$ cat config.mk
export PLATFORM = sky130hd
export DESIGN_NAME = jk_decoder
export DESIGN_NICKNAME = d
export VERILOG_FILES = /design/src/rtl/jk_decoder.sv
export SDC_FILE = /design/constraint.sdc
export NUM_CORES = 1
export LEC_CHECK = 0
export BUFFER_PORTS_ARGS = -buffer_cell sky130_fd_sc_hd__buf_2
export CAP_MARGIN = 20
export CELL_PAD_IN_SITES_DETAIL_PLACEMENT = 1
export CELL_PAD_IN_SITES_GLOBAL_PLACEMENT = 1
export CORE_ASPECT_RATIO = 1.4
export CORE_UTILIZATION = 35
export DETAILED_ROUTE_END_ITERATION = 8
export PLACE_DENSITY = 0.65
export SLEW_MARGIN = 0
export SYNTH_ARGS = -nofsm -noshare
export SYNTH_HDL_FRONTEND = slang
export SYNTH_SLANG_ARGS = --single-unit
$ cat constraint.sdc
create_clock -name clk48 -period 6.8 [get_ports clk48]
set_input_delay 0.68 -clock clk48 [delete_from_list [all_inputs] [get_ports clk48]]
set_output_delay 0.68 -clock clk48 [all_outputs]
set_load 0.02 [all_outputs]
$ cat src/rtl/jk_decoder.sv
// USB full-speed receive front end: dp/dn synchronizer, 4x clock recovery,
// NRZI decode, SYNC detection, bit unstuffing, EOP detection and error reporting.
module jk_decoder #(
    parameter int unsigned SYNC_MIN_ZEROS = 5,
    parameter int unsigned EOP_MAX_SE0    = 3
) (
    input  logic       clk48,
    input  logic       reset,
    input  logic       dp,
    input  logic       dn,
    output logic       bit_out,
    output logic       bit_valid,
    output logic       rx_active,
    output logic       eop,
    output logic       rx_error,
    output logic [1:0] err_code
);
    localparam int unsigned CNT_W = 3;
    localparam int unsigned PH_W  = 2;
    localparam logic [1:0] ERR_SYNC  = 2'd1;
    localparam logic [1:0] ERR_STUFF = 2'd2;
    localparam logic [1:0] ERR_EOP   = 2'd3;

    typedef enum logic [1:0] {
        LS_SE0 = 2'b00,
        LS_K   = 2'b01,
        LS_J   = 2'b10
    } line_t;

    typedef enum logic [2:0] {
        ST_IDLE,
        ST_SYNC,
        ST_PAYLOAD,
        ST_EOP,
        ST_ERROR
    } state_t;

    // SE1 folds into SE0 because neither differential bit is set alone
    function automatic line_t to_line(input logic [1:0] d);
        return line_t'({d[1] & ~d[0], d[0] & ~d[1]});
    endfunction

    logic [1:0]       sync1_q, sync1_d, sync2_q, sync2_d;
    line_t            line_q, line_d, line_c, prev_q, prev_d;
    logic [PH_W-1:0]  phase_q, phase_d, phase_c;
    logic             sample_c, dbit_c, is_se0_c, is_j_c;
    state_t           state_q, state_d;
    logic [CNT_W-1:0] zero_q, zero_d, ones_q, ones_d, se0_q, se0_d;
    logic             bit_out_q, bit_out_d, bit_valid_q, bit_valid_d;
    logic             rx_active_q, rx_active_d, eop_q, eop_d, rx_error_q, rx_error_d;
    logic [1:0]       err_code_q, err_code_d;
    logic             err_go_c;
    logic [1:0]       err_val_c;

    // Synchronizer and phase recovery; a line change restarts the bit phase
    always_comb begin
        sync1_d  = {dp, dn};
        sync2_d  = sync1_q;
        line_c   = to_line(sync2_q);
        line_d   = line_c;
        phase_c  = (line_c != line_q) ? '0 : phase_q;
        phase_d  = phase_c + PH_W'(1);
        sample_c = (phase_c == PH_W'(2));
        dbit_c   = (line_c == prev_q);
        is_se0_c = (line_c == LS_SE0);
        is_j_c   = (line_c == LS_J);
    end

    // Packet FSM: next state and registered outputs
    always_comb begin
        state_d     = state_q;
        zero_d      = zero_q;
        ones_d      = ones_q;
        se0_d       = se0_q;
        prev_d      = prev_q;
        bit_out_d   = bit_out_q;
        bit_valid_d = 1'b0;
        eop_d       = 1'b0;
        rx_error_d  = 1'b0;
        rx_active_d = rx_active_q;
        err_code_d  = err_code_q;
        err_go_c    = 1'b0;
        err_val_c   = 2'd0;
        if (sample_c) begin
            prev_d = line_c;
            unique case (state_q)
                ST_IDLE: begin
                    if (line_c == LS_K) begin
                        state_d = ST_SYNC;
                        zero_d  = CNT_W'(1);
                    end
                end
                ST_SYNC: begin
                    if (is_se0_c) begin
                        err_go_c  = 1'b1;
                        err_val_c = ERR_SYNC;
                    end else if (!dbit_c) begin
                        if (zero_q != CNT_W'(7)) zero_d = zero_q + CNT_W'(1);
                    end else if (zero_q >= CNT_W'(SYNC_MIN_ZEROS)) begin
                        state_d     = ST_PAYLOAD;
                        rx_active_d = 1'b1;
                        ones_d      = CNT_W'(1);
                        err_code_d  = 2'd0;
                    end else begin
                        err_go_c  = 1'b1;
                        err_val_c = ERR_SYNC;
                    end
                end
                ST_PAYLOAD: begin
                    if (is_se0_c) begin
                        state_d = ST_EOP;
                        se0_d   = CNT_W'(1);
                    end else if (ones_q == CNT_W'(6)) begin
                        if (!dbit_c) begin
                            ones_d = '0;
                        end else begin
                            err_go_c  = 1'b1;
                            err_val_c = ERR_STUFF;
                        end
                    end else begin
                        bit_out_d   = dbit_c;
                        bit_valid_d = 1'b1;
                        ones_d      = dbit_c ? ones_q + CNT_W'(1) : '0;
                    end
                end
                ST_EOP: begin
                    if (is_se0_c) begin
                        if (se0_q >= CNT_W'(EOP_MAX_SE0)) begin
                            err_go_c  = 1'b1;
                            err_val_c = ERR_EOP;
                        end else begin
                            se0_d = se0_q + CNT_W'(1);
                        end
                    end else if (is_j_c) begin
                        eop_d       = 1'b1;
                        rx_active_d = 1'b0;
                        state_d     = ST_IDLE;
                    end else begin
                        err_go_c  = 1'b1;
                        err_val_c = ERR_EOP;
                    end
                end
                ST_ERROR: begin
                    if (is_j_c) state_d = ST_IDLE;
                end
                default: state_d = ST_IDLE;
            endcase
            if (err_go_c) begin
                state_d     = ST_ERROR;
                rx_error_d  = 1'b1;
                rx_active_d = 1'b0;
                err_code_d  = err_val_c;
            end
        end
    end

    always_ff @(posedge clk48 or posedge reset) begin
        if (reset) begin
            sync1_q     <= '0;
            sync2_q     <= '0;
            line_q      <= LS_SE0;
            phase_q     <= '0;
            prev_q      <= LS_J;
            state_q     <= ST_IDLE;
            zero_q      <= '0;
            ones_q      <= '0;
            se0_q       <= '0;
            bit_out_q   <= 1'b0;
            bit_valid_q <= 1'b0;
            rx_active_q <= 1'b0;
            eop_q       <= 1'b0;
            rx_error_q  <= 1'b0;
            err_code_q  <= 2'd0;
        end else begin
            sync1_q     <= sync1_d;
            sync2_q     <= sync2_d;
            line_q      <= line_d;
            phase_q     <= phase_d;
            prev_q      <= prev_d;
            state_q     <= state_d;
            zero_q      <= zero_d;
            ones_q      <= ones_d;
            se0_q       <= se0_d;
            bit_out_q   <= bit_out_d;
            bit_valid_q <= bit_valid_d;
            rx_active_q <= rx_active_d;
            eop_q       <= eop_d;
            rx_error_q  <= rx_error_d;
            err_code_q  <= err_code_d;
        end
    end

    assign bit_out   = bit_out_q;
    assign bit_valid = bit_valid_q;
    assign rx_active = rx_active_q;
    assign eop       = eop_q;
    assign rx_error  = rx_error_q;
    assign err_code  = err_code_q;
endmodule

# Word-level counts from Yosys, hierarchy flattened
# Index checks and enable logic that the tools add are counted.
[totals]
elab_cells = 142
n_memories = 0
rom_bits = 0
latch_bits = 0
regBits = 29
output_inout_bits = 7
mem_bits_rw = 0
in_bits = 4
[op_classes]
n_eq_ne = 30
multipliers = 0
mux = 69
addsub = 4
n_shift = 0
div_mod_pow = 0
order_cmp = 2
n_reduce_logical = 16
bitwise_logic = 6
[ops]
columns = ["op", "n"]
rows = [
  ["3-bit 2-to-1 mux", 21],
  ["1-bit 2-to-1 mux", 29],
  ["3-bit != test (second input constant)", 9],
  ["2-bit 2-to-1 mux", 12],
  ["7-bit AND reduction", 3],
  ["2-bit != test (second input constant)", 10],
  ["3-bit one-hot mux with 2 select lines", 3],
  ["3-bit one-hot mux with 5 select lines", 1],
  ["2-bit nonzero test", 6],
  ["5-bit AND reduction", 2],
  ["3-bit by 1-bit adder with 3-bit output (second input constant)", 3],
  ["3-bit by 2-bit == test with 1-bit output (second input constant)", 2],
  ["3-bit == test (second input constant)", 2],
  ["2-bit one-hot mux with 3 select lines", 1],
  ["6-bit AND reduction", 1],
  ["2-bit == test (second input constant)", 2],
  ["1-bit inverter", 4],
  ["4-bit AND reduction", 1],
  ["3-bit by 1-bit == test with 1-bit output (second input constant)", 1],
  ["3-bit by 2-bit greater-or-equal comparator with 1-bit output (second input constant)", 1],
  ["3-bit greater-or-equal comparator (second input constant)", 1],
  ["3-bit logical NOT", 1],
  ["1-bit one-hot mux with 3 select lines", 1],
  ["3-bit nonzero test", 1],
  ["8 further kinds", 9],
]

# Logic depth before layout (Yosys ltp)
[logic_depth]
word_depth = 10
ltp_mapped = 12
ltp_nobuf = 11

# Least setup slack after synthesis
# OpenSTA, ideal clock, no wires.
[synth_path]
path_type = "register to register"
start = "reg sync2_q[0]"
end = "reg ones_q[0]"
path_buffers = 1
setup_time_ns = 0.125
required_time_ns = 6.675
path_slack_ns = 4.429
period_less_slack_ns = 2.371
t_arrival_ns = 2.245
stages_incl_launch_ff = 13
path_cell_list = "dfrtp_1 > inv_1 > ha_1 > xor2_1 > nor2_1 > and2_1 > ha_1 > buf_2 > inv_1 > nor2_1 > nand2_1 > o21a_1 > mux2_4"
[synth_via]
elab_chain_len = 7
word_cells_on_any_way = 17
classes_between = "7 x eq/ne; 5 x mux; 3 x bitwise; 2 x reduce/logical"
[synth_rtl]
columns = ["item", "line", "text"]
rows = [
  ["start, declared", "43", "logic [1:0] sync1_q, sync1_d, sync2_q, sync2_d;"],
  ["start signal, assigned", "176", "sync2_q <= sync2_d;"],
  ["1-bit inverter (*)", "40", "return line_t'({d[1] & ~d[0], d[0] & ~d[1]});"],
  ["1-bit bitwise AND (*)", "40", ""],
  ["named net line_c[1]", "44", "line_t line_q, line_d, line_c, prev_q, prev_d;"],
  ["2-bit == test", "64", "dbit_c = (line_c == prev_q);"],
  ["3-bit 2-to-1 mux", "123", "ones_d = dbit_c ? ones_q + CNT_W'(1) : '0;"],
  ["3-bit 2-to-1 mux", "113", "end else if (ones_q == CNT_W'(6)) begin"],
  ["3-bit 2-to-1 mux", "110", "if (is_se0_c) begin"],
  ["3-bit one-hot mux with 2 select lines", "86", "unique case (state_q)"],
  ["end signal, assigned", "182", "ones_q <= ones_d;"],
  ["end, declared", "48", "logic [CNT_W-1:0] zero_q, zero_d, ones_q, ones_d, se0_q, se0_d;"],
]
# The timed path passes the listed nets; every way through them passes the cells marked *. The select of a mux whose other input is x is not followed.
# A chain may end at the register's enable or synchronous reset.

# Final worst setup path
[layout_path]
start = "reg sync2_q[1]"
end = "reg ones_q[1]"
# The elaborated chain is that of the path after synthesis.

==> impl_metrics.csv <==
group,metric,value,unit
setup_path,slowest_delay,370,ps
setup_path,worstSetupEndpointType,"flop",
routing,wl,3315,um
floorplanning,die_area,4795,um^2
clock_tree,postCtsSetupBuffers,0,
setup_path,critPathSlowestCell,"dfrtp_1",
cells_and_area,area_growth,13.37,%
logic_synthesis,synth_top_area_share,44.30,%
power,power_frac_comb,31.8,%
timing,relSlewSlack,60.59,%
placed_design,io_buffers,10,
routing,vias,1064,
cells_and_area,stdcell_count,219,
logic_synthesis,synth_top_flop_cell,"dfrtp_1",
clock_tree,root_buffer,"clkbuf_8",
clock_tree,clkSinkCount,29,
power,seqPwrFrac,42.8,%
floorplanning,die_y,81.54,um
logic_synthesis,ys_async_sr_fraction,100.0,%
cells_and_area,final_layout_size_suffix_gt1_share,25.16,%
power,power.internal,340.7,uW
clock_tree,cts_resized,0,
setup_path,worstPathMaxFanout,8,
logic_synthesis,ys_warn_count,0,
logic_synthesis,ys_ff_latch,29,
clock_tree,cts_tree,"done",
timing,finalCritPeriodShare,40.28,%
power,swShare,37.03,%
power,leakagePower,0.0008225,uW
cells_and_area,nFillCells,489,
floorplanning,initial_core_util,37.00,%
setup_path,path_class,"flop to flop",
floorplanning,boundaryPins,11,
logic_synthesis,seq_area_frac_synth,45.97,%
global_route,grt_use_total,16.88,%
setup_path,crit_arrival,2910,ps
timing,setup_viol,0,
routing,vias_per_cell,4.858,
cells_and_area,final_nets,173,
clock_tree,hold_buffers,0,
setup_path,crit_path_start_kind,"flop",
routing,dr.pass1.iters,4,
clock_tree,insertion_delay,290,ps
routing,drc,0,
placed_design,place_inst,211,
logic_synthesis,avgSynthCellArea,10.98,um^2
global_route,grt_pass1_wl,5789,um
timing,rsz0062_at_grt,"no",
global_route,grt_pass1_vias,1178,
power,switchingPower,200.3,uW
cells_and_area,finish.utilization,41.95,%
setup_path,cp_data_required_time,6970,ps
cells_and_area,antennaDiodeCount,0,
logic_synthesis,synth_cell_type_count,40,
global_route,gr-total-overflow,0,
clock_tree,htreeDepth,2,
logic_synthesis,synth_edf_count,0,
logic_synthesis,syn_area,1582,um^2
timing,min_period,2739,ps
timing,hold_slack,362.7,ps
global_route,antenna_found_initial,0,
timing,slew_violations,0,
placed_design,gp_congestion,0.7672,
global_route,grt_max_degree,22,
power,vdd_drop_max,0.1434,mV
logic_synthesis,netlist_top_cells_area,"dfrtp_1, ha_1, mux2_4, mux2_2, nor2_1",
timing,hold_violations,0,
power,pwr-share-clk,25.4,%
placed_design,dpl.hpwl,2533,um
clock_tree,clk_path_buf_depth,2,
routing,antenna_left,0,
clock_tree,numCtsBuffers,5,
timing,fmax,365.1,MHz
timing,fin_tns_setup,0,ps
hold_path,min_path_type,"flop to flop",
floorplanning,core,4274,um^2
floorplanning,placementRows,28,
flow_run,maxCapViolations,0,
status,outcome,"finished clean",
clock_tree,path_clk_slew,60,ps
timing,tightest_slew,589.0,ps
logic_synthesis,synth_nets,159,
routing,drt_iter0_markers,33,
placed_design,pre_cts_ws,4036,ps
timing,fin_skew,7.319,ps
floorplanning,fp.dieW,58.81,um
power,p_per_area,301.7,nW/um^2
routing,wl_per_cell,15.14,um
logic_synthesis,synth_top_area_cell,"dfrtp_1",
timing,worst_slack,4061,ps
setup_path,path_cells,"inv_1 > ha_1 > xor2_1 > nor2_1 > and2_1 > ha_1 > inv_1 > nor2_1 > nand3_2 > o21a_1 > mux2_4",
logic_synthesis,syn_inst,144,
[kinds of logic (layout without fill, tap and decap cells)]
kind of cell | after synthesis | in the layout | synth area share (%)
AOI/OAI and AO/OA | 25 | 25 | 11.08
xor gates and xnor gates | 4 | 4 | 3.165
adders and majority gates | 11 | 11 | 8.702
buffers and inverters | 15 | 30 | 4.113
DFF | 29 | 29 | 45.97
muxes | 13 | 13 | 9.889
and+or+nand+nor | 47 | 47 | 17.09
[cells in the mapped netlist, types with 2 or more instances]
| master | n |
|---|---|
| mux2i_1 | 4 |
| xor2_2 | 2 |
| nor2_1 | 14 |
| nor3_1 | 5 |
| o31ai_1 | 2 |
| mux2_4 | 4 |
| a211oi_1 | 2 |
| xor2_1 | 2 |
| nand2_1 | 11 |
| dfrtp_1 | 28 |
| inv_1 | 11 |
| o21ai_0 | 4 |
| nand2b_1 | 4 |
| nand3b_1 | 2 |
| buf_4 | 2 |
| a21oi_1 | 8 |
| nor3b_2 | 2 |
| ha_1 | 11 |
| mux2_2 | 5 |
[stage by stage]
step | instance area (um^2) | power, uW
floorplan | 1582 | 364.5
global placement | 1683 | 401.8
detailed placement | 1710 | 410.1
CTS | 1793 | 550.2
global route | 1793 | 577.6
finish | 1793 | 541.0
[path summary, 6_finish.rpt]
| check | startpoint | endpoint | slack (ps) | cells past startpoint |
|---|---|---|---|---|
| hold reg to reg | sync1_q[0]$_DFF_PP0_ | sync2_q[0]$_DFF_PP0_ | 360 | 0 |
| hold / removal | sync1_q[0]$_DFF_PP0_ | sync2_q[0]$_DFF_PP0_ | 360 | 0 |
| setup / recovery | sync2_q[1]$_DFF_PP0_ | ones_q[1]$_DFFE_PP0P_ | 4060 | 11 |
| max in group asynchronous | reset | prev_q[1]$_DFFE_PP1N_ | 5890 | 3 |
| setup reg to reg | sync2_q[1]$_DFF_PP0_ | ones_q[1]$_DFFE_PP0P_ | 4060 | 11 |
| min in group asynchronous | reset | se0_q[1]$_DFFE_PP0P_ | 390 | 2 |
[cell usage in the layout (no fill, tap or decap), drive strengths merged, types with 2 or more instances in the layout]
cell    instances
ha             11
nand2b          5
dfrtp          28
inv            11
nand3b          2
nor3            5
o31ai           3
buf            11
nand3           2
a21oi           9
nand2          11
nor2           14
nor3b           2
mux2i           4
o21ai           5
clkinv          2
xor2            4
and3            2
mux2            9
a211oi          2
clkbuf          6
[routing by layer]
layer | track usage [%] | vias to the layer above | routed length [um]
li1 | - | 519 | -
met1 | 19.13 | 519 | 1411
met2 | 28.07 | 17 | 1708
met3 | 4.409 | 9 | 97
met4 | 10.24 | 0 | 98
met5 | 0 | - | 0
[state kept, by name, indices dropped and copies added, names as in the netlist]
signal     flops
zero_q         3
sync1_q        2
sync2_q        2
rx_error       1
prev_q         2
phase_q        2
eop            1
rx_active      1
err_code       2
line_q         2
state_q        3
bit_valid      1
se0_q          3
ones_q         3
bit_out        1
[worst max-delay path: cells and delay by family (launching register included)]
family | cells | cell delay [ps]
AOI/OAI and AO/OA | 1 | 200
adders and majority gates | 2 | 610
DFF | 1 | 370
buffers and inverters | 2 | 270
muxes | 1 | 310
xor gates and xnor gates | 1 | 200
and+or+nand+nor | 4 | 660
[power by group through the flow]
stage	sequential (uW)	clock (uW)	combinational [uW]
after floorplan	224	0	140
after global placement	234	0	168
after detailed placement	235	0	175
after CTS	232	143	176
after global routing	235	149	193
final	231	137	172
[cell type report]
class                   count  area (um^2)  area share [%]
multi-input cells         100        789.5           44.03
flip-flops and latches     29        726.9           40.54
repair buffers             11        77.57           4.327
well taps                  60        75.07           4.187
clock buffers               6        72.57           4.047
inverters                  11        41.29           2.303
clock inverters             2        10.01          0.5583
Note: power is estimated with default switching activity, not from simulation.
